$ cat config.mk
export PLATFORM = sky130hd
export DESIGN_NAME = multicycle_ctrl
export DESIGN_NICKNAME = d
export VERILOG_FILES = /design/src/rtl/multicycle_ctrl_pkg.sv /design/src/rtl/multicycle_ctrl_op_classify.sv /design/src/rtl/multicycle_ctrl.sv
export SDC_FILE = /design/constraint.sdc
export NUM_CORES = 1
export LEC_CHECK = 0
export CORE_MARGIN = 2
export CORE_UTILIZATION = 45
export DETAILED_ROUTE_END_ITERATION = 7
export PLACE_DENSITY = 0.79
export SLEW_MARGIN = 20
export SYNTH_ARGS = -nofsm -noshare
export SYNTH_HDL_FRONTEND = slang
export SYNTH_HIERARCHICAL = 1
export SYNTH_SLANG_ARGS = --single-unit
$ cat constraint.sdc
create_clock -name clk -period 2 [get_ports clk]
set_input_delay 0.4 -clock clk [delete_from_list [all_inputs] [get_ports clk]]
set_output_delay 0.4 -clock clk [all_outputs]
set_load 0.01 [all_outputs]
$ cat src/rtl/multicycle_ctrl_pkg.sv
// rtl/multicycle_ctrl_pkg.sv - shared LEGv8 opcode, ALU, state and class encodings
package multicycle_ctrl_pkg;

  localparam int OPCODE_W = 11;

  // Exact 11-bit opcodes; narrower formats are zero-extended in the upper bits
  localparam logic [OPCODE_W-1:0] OP_STUR = 11'h7C0;
  localparam logic [OPCODE_W-1:0] OP_LDUR = 11'h7C2;
  localparam logic [OPCODE_W-1:0] OP_ADD  = 11'h458;
  localparam logic [OPCODE_W-1:0] OP_SUB  = 11'h658;
  localparam logic [OPCODE_W-1:0] OP_AND  = 11'h450;
  localparam logic [OPCODE_W-1:0] OP_ORR  = 11'h550;
  localparam logic [OPCODE_W-1:0] OP_ADDI = 11'h244;
  localparam logic [OPCODE_W-1:0] OP_SUBI = 11'h344;
  localparam logic [OPCODE_W-1:0] OP_CBZ  = 11'h0B4;
  localparam logic [OPCODE_W-1:0] OP_CBNZ = 11'h0B5;
  localparam logic [OPCODE_W-1:0] OP_B    = 11'h005;
  localparam logic [OPCODE_W-1:0] OP_NOP  = 11'h000;

  // ALU function codes as driven on alu_op
  typedef enum logic [2:0] {
    ALU_ADD   = 3'd0,
    ALU_SUB   = 3'd1,
    ALU_AND   = 3'd2,
    ALU_OR    = 3'd3,
    ALU_PASSB = 3'd4
  } alu_fn_t;

  // Controller sequencing states
  typedef enum logic [2:0] {
    S_IDLE   = 3'd0,
    S_FETCH  = 3'd1,
    S_DECODE = 3'd2,
    S_EXEC   = 3'd3,
    S_MEM    = 3'd4,
    S_WB     = 3'd5,
    S_DONE   = 3'd6
  } state_t;

  // Instruction classes; each class selects one path through the FSM
  typedef enum logic [3:0] {
    C_NOP = 4'd0,
    C_R   = 4'd1,
    C_I   = 4'd2,
    C_LD  = 4'd3,
    C_ST  = 4'd4,
    C_CB  = 4'd5,
    C_CBN = 4'd6,
    C_B   = 4'd7,
    C_ILL = 4'd8
  } op_class_t;

  // Classes that finish with a register-file write
  function automatic logic class_writes_reg(input op_class_t c);
    return (c == C_R) || (c == C_I) || (c == C_LD);
  endfunction

  // Classes that need a data-memory access
  function automatic logic class_uses_mem(input op_class_t c);
    return (c == C_LD) || (c == C_ST);
  endfunction

endpackage

$ cat src/rtl/multicycle_ctrl_op_classify.sv
// rtl/multicycle_ctrl_op_classify.sv - combinational opcode to class and ALU function map
module op_classify
  import multicycle_ctrl_pkg::*;
(
  input  logic [OPCODE_W-1:0] i_opcode,
  output op_class_t           o_class,
  output alu_fn_t             o_alu_fn
);

  // Exact-match decode; anything unlisted is illegal and leaves the ALU at ADD
  always_comb begin
    o_class  = C_ILL;
    o_alu_fn = ALU_ADD;
    case (i_opcode)
      OP_ADD:  begin o_class = C_R;   o_alu_fn = ALU_ADD;   end
      OP_SUB:  begin o_class = C_R;   o_alu_fn = ALU_SUB;   end
      OP_AND:  begin o_class = C_R;   o_alu_fn = ALU_AND;   end
      OP_ORR:  begin o_class = C_R;   o_alu_fn = ALU_OR;    end
      OP_ADDI: begin o_class = C_I;   o_alu_fn = ALU_ADD;   end
      OP_SUBI: begin o_class = C_I;   o_alu_fn = ALU_SUB;   end
      OP_LDUR: begin o_class = C_LD;  o_alu_fn = ALU_ADD;   end
      OP_STUR: begin o_class = C_ST;  o_alu_fn = ALU_ADD;   end
      OP_CBZ:  begin o_class = C_CB;  o_alu_fn = ALU_PASSB; end
      OP_CBNZ: begin o_class = C_CBN; o_alu_fn = ALU_PASSB; end
      OP_B:    begin o_class = C_B;   o_alu_fn = ALU_ADD;   end
      OP_NOP:  begin o_class = C_NOP; o_alu_fn = ALU_ADD;   end
      default: begin o_class = C_ILL; o_alu_fn = ALU_ADD;   end
    endcase
  end

endmodule

$ cat src/rtl/multicycle_ctrl.sv
// rtl/multicycle_ctrl.sv - multi-cycle LEGv8 control FSM with req/ack memory handshake
module multicycle_ctrl
  import multicycle_ctrl_pkg::*;
#(
  parameter int CNT_W   = 32,
  parameter int ALUOP_W = 4
) (
  input  logic               clk,
  input  logic               rst_n,
  input  logic               run,
  input  logic [10:0]        opcode,
  input  logic               alu_zero,
  input  logic               mem_ack,
  output logic               mem_req,
  output logic               mem_we,
  output logic               mem_sel,
  output logic               ir_write,
  output logic               pc_write,
  output logic               pc_src,
  output logic               reg_write,
  output logic               mem_to_reg,
  output logic               alu_src,
  output logic [ALUOP_W-1:0] alu_op,
  output logic               busy,
  output logic               illegal_op,
  output logic [CNT_W-1:0]   retired
);

  state_t     r_state;
  state_t     w_next_state;
  op_class_t  r_class;
  alu_fn_t    r_alu_fn;
  op_class_t  w_class;
  alu_fn_t    w_alu_fn;
  logic [CNT_W-1:0] r_retired;

  op_classify u_op_classify (
    .i_opcode (opcode),
    .o_class  (w_class),
    .o_alu_fn (w_alu_fn)
  );

  // State register; reset drops any in-flight memory request immediately
  always_ff @(posedge clk or negedge rst_n) begin
    if (!rst_n) begin
      r_state <= S_IDLE;
    end else begin
      r_state <= w_next_state;
    end
  end

  // Capture the instruction class in DECODE so EXEC/MEM/WB see a stable copy
  always_ff @(posedge clk or negedge rst_n) begin
    if (!rst_n) begin
      r_class  <= C_NOP;
      r_alu_fn <= ALU_ADD;
    end else if (r_state == S_DECODE) begin
      r_class  <= w_class;
      r_alu_fn <= w_alu_fn;
    end
  end

  // Retired-instruction counter, bumped once per DONE and allowed to wrap
  always_ff @(posedge clk or negedge rst_n) begin
    if (!rst_n) begin
      r_retired <= '0;
    end else if (r_state == S_DONE) begin
      r_retired <= r_retired + CNT_W'(1);
    end
  end

  // Next-state: memory states wait on ack, run is sampled only at boundaries
  always_comb begin
    w_next_state = r_state;
    case (r_state)
      S_IDLE:   w_next_state = run ? S_FETCH : S_IDLE;
      S_FETCH:  w_next_state = mem_ack ? S_DECODE : S_FETCH;
      S_DECODE: w_next_state = S_EXEC;
      S_EXEC: begin
        if (class_uses_mem(r_class)) begin
          w_next_state = S_MEM;
        end else if (class_writes_reg(r_class)) begin
          w_next_state = S_WB;
        end else begin
          w_next_state = S_DONE;
        end
      end
      S_MEM: begin
        if (mem_ack) begin
          w_next_state = (r_class == C_LD) ? S_WB : S_DONE;
        end
      end
      S_WB:     w_next_state = S_DONE;
      S_DONE:   w_next_state = run ? S_FETCH : S_IDLE;
      default:  w_next_state = S_IDLE;
    endcase
  end

  // Moore outputs from state and class; FETCH strobes and CB pc_write are the only input-qualified ones
  always_comb begin
    mem_req    = 1'b0;
    mem_we     = 1'b0;
    mem_sel    = 1'b0;
    ir_write   = 1'b0;
    pc_write   = 1'b0;
    pc_src     = 1'b0;
    reg_write  = 1'b0;
    mem_to_reg = 1'b0;
    alu_src    = 1'b0;
    alu_op     = '0;
    illegal_op = 1'b0;
    busy       = (r_state != S_IDLE);
    case (r_state)
      S_FETCH: begin
        mem_req = 1'b1;
        if (mem_ack) begin
          ir_write = 1'b1;
          pc_write = 1'b1;
        end
      end
      S_EXEC: begin
        alu_op = ALUOP_W'(r_alu_fn);
        case (r_class)
          C_I, C_LD, C_ST: alu_src = 1'b1;
          C_CB: begin
            pc_write = alu_zero;
            pc_src   = 1'b1;
          end
          C_CBN: begin
            pc_write = !alu_zero;
            pc_src   = 1'b1;
          end
          C_B: begin
            pc_write = 1'b1;
            pc_src   = 1'b1;
          end
          C_ILL:   illegal_op = 1'b1;
          default: ;
        endcase
      end
      S_MEM: begin
        mem_req = 1'b1;
        mem_sel = 1'b1;
        mem_we  = (r_class == C_ST);
      end
      S_WB: begin
        reg_write  = 1'b1;
        mem_to_reg = (r_class == C_LD);
      end
      default: ;
    endcase
  end

  assign retired = r_retired;

endmodule

# After elaboration in Yosys (flattened, before gate mapping)
# Cells that the tools add are included.
# W data, S select, Z words.
[totals] regBits=42 input_bits=16 output_inout_bits=47 elab_cells=71
[classes] addsub=1 n_eq_ne=26 muxes=25 reduce_logical=15
[op_table] op="$eq A11 B11 Y1 const B" count=6
[op_table] op="$add A32 B1 Y32 const B" count=1
[op_table] op="$pmux W4 S8" count=1
[op_table] op="$eq A11 B10 Y1 const B" count=2
[op_table] op="$eq A11 B8 Y1 const B" count=2
[op_table] op="$pmux W3 S6" count=1
[op_table] op="$eq A4 B3 Y1 const B" count=4
[op_table] op="$mux W1" count=14
[op_table] op="$pmux W3 S4" count=1
[op_table] op="$eq A11 B3 Y1 const B" count=1
[op_table] op="$logic_not A11 Y1" count=1
[op_table] op="$reduce_or A2 Y1" count=5
[op_table] op="$eq A3 B3 Y1 const B" count=3
[op_table] op="$eq A4 B2 Y1 const B" count=2
[op_table] op="$mux W2" count=4
[op_table] op="$eq A3 B2 Y1 const B" count=2
[op_table] op="$mux W3" count=2
[op_table] op="$reduce_or A3 Y1" count=2
[op_table] op="$eq A4 B1 Y1 const B" count=1
[op_table] op="$eq A4 B4 Y1 const B" count=1
[op_table] op="$reduce_or A4 Y1" count=1
[op_table] op="$eq A3 B1 Y1 const B" count=1
[op_table] op="$logic_not A3 Y1" count=1
[op_table] op="$logic_or A1 B1 Y1" count=3
[op_table] op="other kinds (5)" count=5

# Depth between registers and ports, before layout
# Gate-level depths: netlist (run 1).
[logic_depth] word_depth=6 ltp_mapped=5

# Cells and area by module
# The synthesis (run 1) kept the hierarchy.
[modules_own_cells] module="multicycle_ctrl" n_inst=1 cells_each=202 area_per_inst_um2=2169.6
[modules_own_cells] module="op_classify" n_inst=1 cells_each=37 area_per_inst_um2=240.2

# Least setup slack after synthesis (run 1)
# Ideal clock, no wire load.
[synth_timing] kind="flip-flop to output port" from="register r_state[0]" to="output port pc_write" t_arrival_ns=1.384 setup_slack_ns=0.216 path_stages_with_launch=5 cell_sequence="dfrtp_1 > clkbuf_1 > nand3_1 > or3_1 > a21oi_1"
[synth_between] elab_chain_len=2 word_cells_on_any_way=3
[synth_rtl] item="from (decl)" line_no="multicycle_ctrl.sv:29" text="state_t r_state;"
[synth_rtl] item="from (signal assigned)" line_no="multicycle_ctrl.sv:48" text="r_state <= w_next_state;"
[synth_rtl] item="$eq A3 B2 Y1 or $eq A3 B1 Y1 (tied branches)" line_no="multicycle_ctrl.sv:113" text="case (r_state)"
[synth_rtl] item="$pmux W1 S2 *" line_no="multicycle_ctrl.sv:113"
[synth_rtl] item="to (decl)" line_no="multicycle_ctrl.sv:18" text="output logic pc_write,"
# Mark *: on every way between the ends. The rest lies on a longest branch, timed or not.

# Worst setup path after layout (run 1)
[layout_timing] from="register r_state[2]" to="output port mem_req"
[layout_between] elab_chain_len=3 word_cells_on_any_way=4
[layout_rtl] item="$eq A3 B3 Y1 or $eq A3 B1 Y1 (tied branches)" line_no="multicycle_ctrl.sv:113"
[layout_rtl] item="$reduce_or A2 Y1 (no line) *"
[layout_rtl] item="$mux W1 *" line_no="multicycle_ctrl.sv:113"
[layout_rtl] item="to (decl)" line_no="multicycle_ctrl.sv:14" text="output logic mem_req,"
# Marks and branches as above.

==> results.toml, run 1 <==
[outcome]
status = "complete, no violations"

[die]
die_h_microns = 77.2
num_rows = 26
pin_count = 63
dieArea_sq_um = 5960
start_util = 0.469
die_width_microns = 77.2
core_sq_um = 5140

[cts]
clk_pin_slew_ps = 80
ctsRootBufferMaster = "clkbuf_8"
cts_tree = "yes"
clockBufferDepth = 2
numClockSinks = 42
clk_latency_ps = 300
htree_levels = 2
cts_made_buffers = 5

[critical_path]
path_common_cell = "buf_4"
crit_family = "buffers and inverters"
cp_slowest_cell = "dfrtp_1"
worstPathCellList = "inv_1 -> buf_4 -> nand2_1 -> buf_4 -> a21oi_1 -> dlygate4sd2_1"
cp_max_fo = 3
cp.required_ps = 1600
r2r_start = "r_state[0]$_DFFE_PN0P_"
startpoint_type = "register"
reg2reg_depth = 6
cpPeakStageDelay_ps = 410
r2r-end = "retired[12]$_DFFE_PN0N_"
cp_data_arrival_time_ps = 1570
path_class = "reg -> out"
critPathCaptureType = "output pin"
worst-path-buf-inv = 4
reg2reg_slack_ps = 140

[logic_synthesis]
synth_cells = 239
syn_area_sq_um = 2410
synth_fp_nets = 256
yosysUniqueCellTypes = 50
synth_area_leaders = "dfrtp_1, xnor2_1, nand4_1"
yosysWarnings = 6
synthTopCellsByCount = "dfrtp_1, xnor2_1, nand2_1"
synth-seq-area-share = 0.436
synth-edff-count = 0
yosysTopAreaCellShare = 0.436
synth_most_common_cell = "dfrtp_1"
avgSynthCellArea_sq_um = 10.1
synth-seq-cells = 42
synth_flop_cell = "dfrtp_1"
synth_top_cell_by_area = "dfrtp_1"
async_flop_share = 1.00

[routing]
wl_per_cell_microns = 14.2
vias_per_cell = 5.31
drt_first_iter_violations = 68
dr.pass1.iters = 4
drcViolationCount = 0
vias = 2203
wl_microns = 5890
ant_nets = 0

[global_routing]
grt_first_pass_wirelength_microns = 9740
antenna_found_initial = 0
grt_pass1_vias = 2096
overflow = 0
grt_use_total = 0.203
grt_max_degree = 43

[pwr]
max-vdd-ir-drop_mv = 0.455
pwr_density_cell_nw_per_um2 = 755
p_total_mw = 2.62
leakage_nw = 1.56
pwr-share-seq = 0.394
p_clk_frac = 0.217
p_switching_mw = 0.862
p_int_mw = 1.75
p_sw_frac = 0.330
comb_power_share = 0.389

[layout]
layout-drive-gt1-share = 0.241
syn_to_final_growth_pct = 43.9
num-nets-final = 361
fillers = 442
num_antenna_cells = 0
fin_area_sq_um = 3470
post-route-util = 0.675

[sta]
hold_ws_ps = 150
relSlewSlack = 0.652
period_needed_ps = 1970
fin_crit_sh = 0.985
slew_viol_final = 0
finalHoldViolCount = 0
fmax_mhz = 508
tightest_slew_ps = 522
fin_skew_ps = 4.28
setup_violations = 0
layout_setup_ws_ps = 29.9
rsz0062_at_grt = "yes"

[placed_design]
dpl_cell_area_sq_um = 3360
post-place-ws_ps = -336
gp_congestion = 0.896
hpwl_microns = 4440
portBuffers = 61

[run]
maxCapViolations = 0

[min_path]
min_path_type = "in -> async"
## how the worst max path moves through the flow
stage,from,to,slack (ps),depth (start not counted)
2_1_floorplan,r_state[0]$_DFFE_PN0P_,pc_write,220,4
5_1_grt,r_state[2]$_DFFE_PN0P_,pc_write,-30,5
6_report,r_state[2]$_DFFE_PN0P_,mem_req,30,6
3_5_place_dp,alu_zero,pc_write,-340,5
4_1_cts,r_state[0]$_DFFE_PN0P_,pc_write,-50,4
3_3_place_gp,alu_zero,pc_write,-320,5
## stage by stage
| step | setup TNS (ps) | cells |
|---|---|---|
| CTS | -53.1 | 415 |
| detailed placement | -1330 | 404 |
| floorplan | 0 | 239 |
| finish | 0 | 415 |
| global placement | -987 | 404 |
| global route | -27.8 | 415 |
## sequential cells by signal, indices dropped and copies added (netlist names)
name,cells
retired,32
r_class,4
r_alu_fn,3
r_state,3
## area by class of cell
class                           instances  area, sq um  share of cell area
Multi-Input combinational cell        185         1320               0.380
Sequential cell                        42         1050               0.304
Timing Repair Buffer                  103          891               0.257
Tap cell                               70         87.6              0.0253
Clock buffer                            7         86.3              0.0249
Inverter                                7         26.3             0.00758
Clock inverter                          1         5.00             0.00144
## routing by layer
layer / GRT usage / vias up / routed length (microns) / part of all wire
li1: - / 1076 / - / -
met1: 0.269 / 1068 / 2760 / 0.47
met2: 0.333 / 52 / 2810 / 0.48
met3: 0.0341 / 7 / 259 / 0.044
met4: 0.0750 / 0 / 63 / 0.011
met5: 0 / - / 0 / 0
## logic make-up (layout without fill, tap and decap cells)
group | after synthesis | after routing | share of synthesized area
AND/OR/NAND/NOR | 122 | 122 | 0.315
AO/OA/AOI/OAI | 18 | 18 | 0.0504
buffers and inverters | 12 | 118 | 0.0265
flip-flops | 42 | 42 | 0.436
other | 1 | 1 | 0.00156
multiplexers | 10 | 10 | 0.0457
XOR/XNOR | 33 | 33 | 0.120
adder cells (fa/ha/maj) | 1 | 1 | 0.00519
## cells in the final DEF (no fill, tap or decap), types with 2 or more instances in the layout
master / count
nand2_1: 24
clkdlybuf4s50_1: 46
and4_1: 5
nand2b_1: 2
mux2_2: 8
nor3b_1: 2
and4bb_2: 2
nor4_1: 3
xnor2_1: 25
clkdlybuf4s15_1: 3
clkbuf_2: 4
clkbuf_8: 6
nand4_1: 15
and3_1: 5
nor4b_1: 2
and2_1: 5
dlygate4sd2_1: 5
nand4b_1: 2
nor2b_1: 2
inv_1: 6
nor2_1: 13
buf_4: 42
nand3_1: 13
buf_2: 2
nor3_2: 4
a31oi_1: 3
xor2_1: 8
a21oi_1: 4
mux2i_1: 2
or3_1: 3
dfrtp_1: 41
o21ai_0: 3
nor3_1: 6
or4_4: 2
## timing repair
action,4_1_cts,5_1_grt
gates cloned,0,0
hold buffers,0,0
buffers inserted,3,0
gates resized for setup,28,14
endpoints found under the setup margin,15,11
## power by group through the flow
stage          Clock [mW]  Sequential [mW]  Combinational (mW)
2_1_floorplan           0             1.04               0.496
3_3_place_gp            0             1.04               0.958
3_5_place_dp            0             1.05               0.979
4_1_cts             0.577             1.03                1.02
5_1_grt             0.607             1.05                1.09
6_report            0.568             1.03                1.02
## worst reg2reg max path, stage by stage (launching register included)
cell	delay, ps
dfrtp_2	450
buf_4	140
buf_4	140
nand4b_4	200
nor3_2	210
or3b_2	480
xnor2_1	140
Power figures use the tool's default switching activity.
==> run 2: changes to the inputs <==
--- a/config.mk
+++ b/config.mk
@@ -5,10 +5,10 @@
 export SDC_FILE = /design/constraint.sdc
 export NUM_CORES = 1
 export LEC_CHECK = 0
-export CORE_MARGIN = 2
 export CORE_UTILIZATION = 45
 export DETAILED_ROUTE_END_ITERATION = 7
 export PLACE_DENSITY = 0.79
+export SETUP_SLACK_MARGIN = 0.05
 export SLEW_MARGIN = 20
 export SYNTH_ARGS = -nofsm -noshare
 export SYNTH_HDL_FRONTEND = slang
==> run 2 against run 1 <==
Against the previous run:
- setup slack better by 58 ps
- clock power is 3% lower
- clock-buffer cell count shrank 2
- sequential share of layout area up 0.28 points
- critical path depth fell by 2
- hold slack better by 2.6 ps
- largest cell class unchanged
- highest routed layer unchanged
==> results.toml, run 2 (synthesis results as in run 1) <==
[placed_design]
gp_congestion = 0.846
dpl_cell_area_sq_um = 3350
placed_cells = 403
portBuffers = 61
post-place-ws_ps = -359
hpwl_microns = 4440

[routing]
vias_per_cell = 5.27
wl_microns = 5810
drcViolationCount = 0
ant_nets = 0
dr.pass1.iters = 4
drt_first_iter_violations = 150
wl_per_cell_microns = 14.1
vias = 2170

[cts]
cts_made_buffers = 5
clockBufferDepth = 2
htree_levels = 2
cts_tree = "yes"
numClockSinks = 42
ctsRootBufferMaster = "clkbuf_8"
holdBufCountCts = 0
clk_latency_ps = 300
clk_pin_slew_ps = 90

[layout]
num-nets-final = 358
num_antenna_cells = 0
largest_reg_flops = 32
layout-drive-gt1-share = 0.249
fillers = 443
syn_to_final_growth_pct = 42.6
post-route-util = 0.668
multiInputGateArea_sq_um = 1310
final-seq-area_sq_um = 1050
finalNonFillerCells = 412
fin_area_sq_um = 3440
final_common_cell = "clkdlybuf4s50_1"
final_cell_mix = "clkdlybuf4s50_1, dfrtp_1, buf_4"

[critical_path]
path_class = "reg -> out"
critPathCaptureType = "output pin"
startpoint_type = "register"
cp_data_arrival_time_ps = 1510
cp.required_ps = 1600
cp_max_fo = 6

[pwr]
p_switching_mw = 0.863
p_clk_frac = 0.217
p_sw_frac = 0.339
pwr-share-seq = 0.407
leakage_nw = 1.54
max-vdd-ir-drop_mv = 0.425
comb_power_share = 0.377
p_int_mw = 1.68
pwr_density_cell_nw_per_um2 = 741

[sta]
relSlewSlack = 0.657
hold_ws_ps = 152
period_needed_ps = 1910
slew_viol_final = 0
setup_violations = 0
fmax_mhz = 523
finalHoldViolCount = 0
layout_setup_ws_ps = 88.3
tightest_slew_ps = 514
rsz0062_at_grt = "yes"
fin_crit_sh = 0.956
fin_skew_ps = 11.2

[global_routing]
grt_max_degree = 43
antenna_found_initial = 0
grt_pass1_vias = 2007
grt_first_pass_wirelength_microns = 9440
overflow = 0
grt_use_total = 0.221

[min_path]
min_path_type = "in -> async"

[die]
num_rows = 26
die_h_microns = 75.2
dieArea_sq_um = 5650
pin_count = 63
start_util = 0.469
core_sq_um = 5140
die_width_microns = 75.2

[run]
maxCapViolations = 0

[outcome]
status = "complete, no violations"
[run 2: timing repair]
action	CTS	global route
setup buffers	1	0
setup endpoints to repair	14	14
pin swaps	0	3
gates resized for setup	36	16
[run 2: area by class of cell]
cell class	count	share of cell area
Clock buffer	5	0.0200
Clock inverter	3	0.00619
Inverter	7	0.00765
Multi-Input combinational cell	185	0.382
Sequential cell	42	0.306
Tap cell	70	0.0255
Timing Repair Buffer	100	0.252
[run 2: through the flow]
stage                     total power, mW  TNS (ps)
after global routing                 2.67         0
after global placement               1.97      -999
after CTS                            2.52         0
final                                2.55         0
after floorplan                      1.53         0
after detailed placement             2.00     -1360
[run 2: layer usage]
layer,global-route usage,share of wire,vias to the layer above
met5,0,0,-
met4,0.0597,0.0091,0
met3,0.0522,0.041,5
met2,0.342,0.47,51
met1,0.311,0.48,1045
li1,-,-,1069
[run 2: power by group through the flow]
stage                     Combinational (mW)  Sequential, mW  Clock (mW)
after floorplan                        0.496            1.04           0
after global placement                 0.931            1.04           0
after detailed placement               0.958            1.05           0
after CTS                              0.934            1.03       0.560
after global routing                    1.04            1.04       0.589
final                                  0.959            1.04       0.552
[run 2: worst paths after layout]
kind | startpoint | endpoint | slack [ps] | cells past startpoint
max | r_class[1]$_DFFE_PN0P_ | pc_write | 90 | 4
min | rst_n | retired[13]$_DFFE_PN0N_ | 150 | 2
max reg2reg | retired[0]$_DFFE_PN0N_ | retired[12]$_DFFE_PN0N_ | 240 | 5
min reg2reg | retired[30]$_DFFE_PN0N_ | retired[30]$_DFFE_PN0N_ | 490 | 1
max in group asynchronous | rst_n | r_state[0]$_DFFE_PN0P_ | 1480 | 2
min in group clk | retired[30]$_DFFE_PN0N_ | retired[30]$_DFFE_PN0N_ | 490 | 1
[run 2: worst max-delay path, stage by stage (launching register included)]
cell	delay, ps
dfrtp_1	480
mux2i_1	100
or3_1	370
a21oi_1	120
buf_2	150
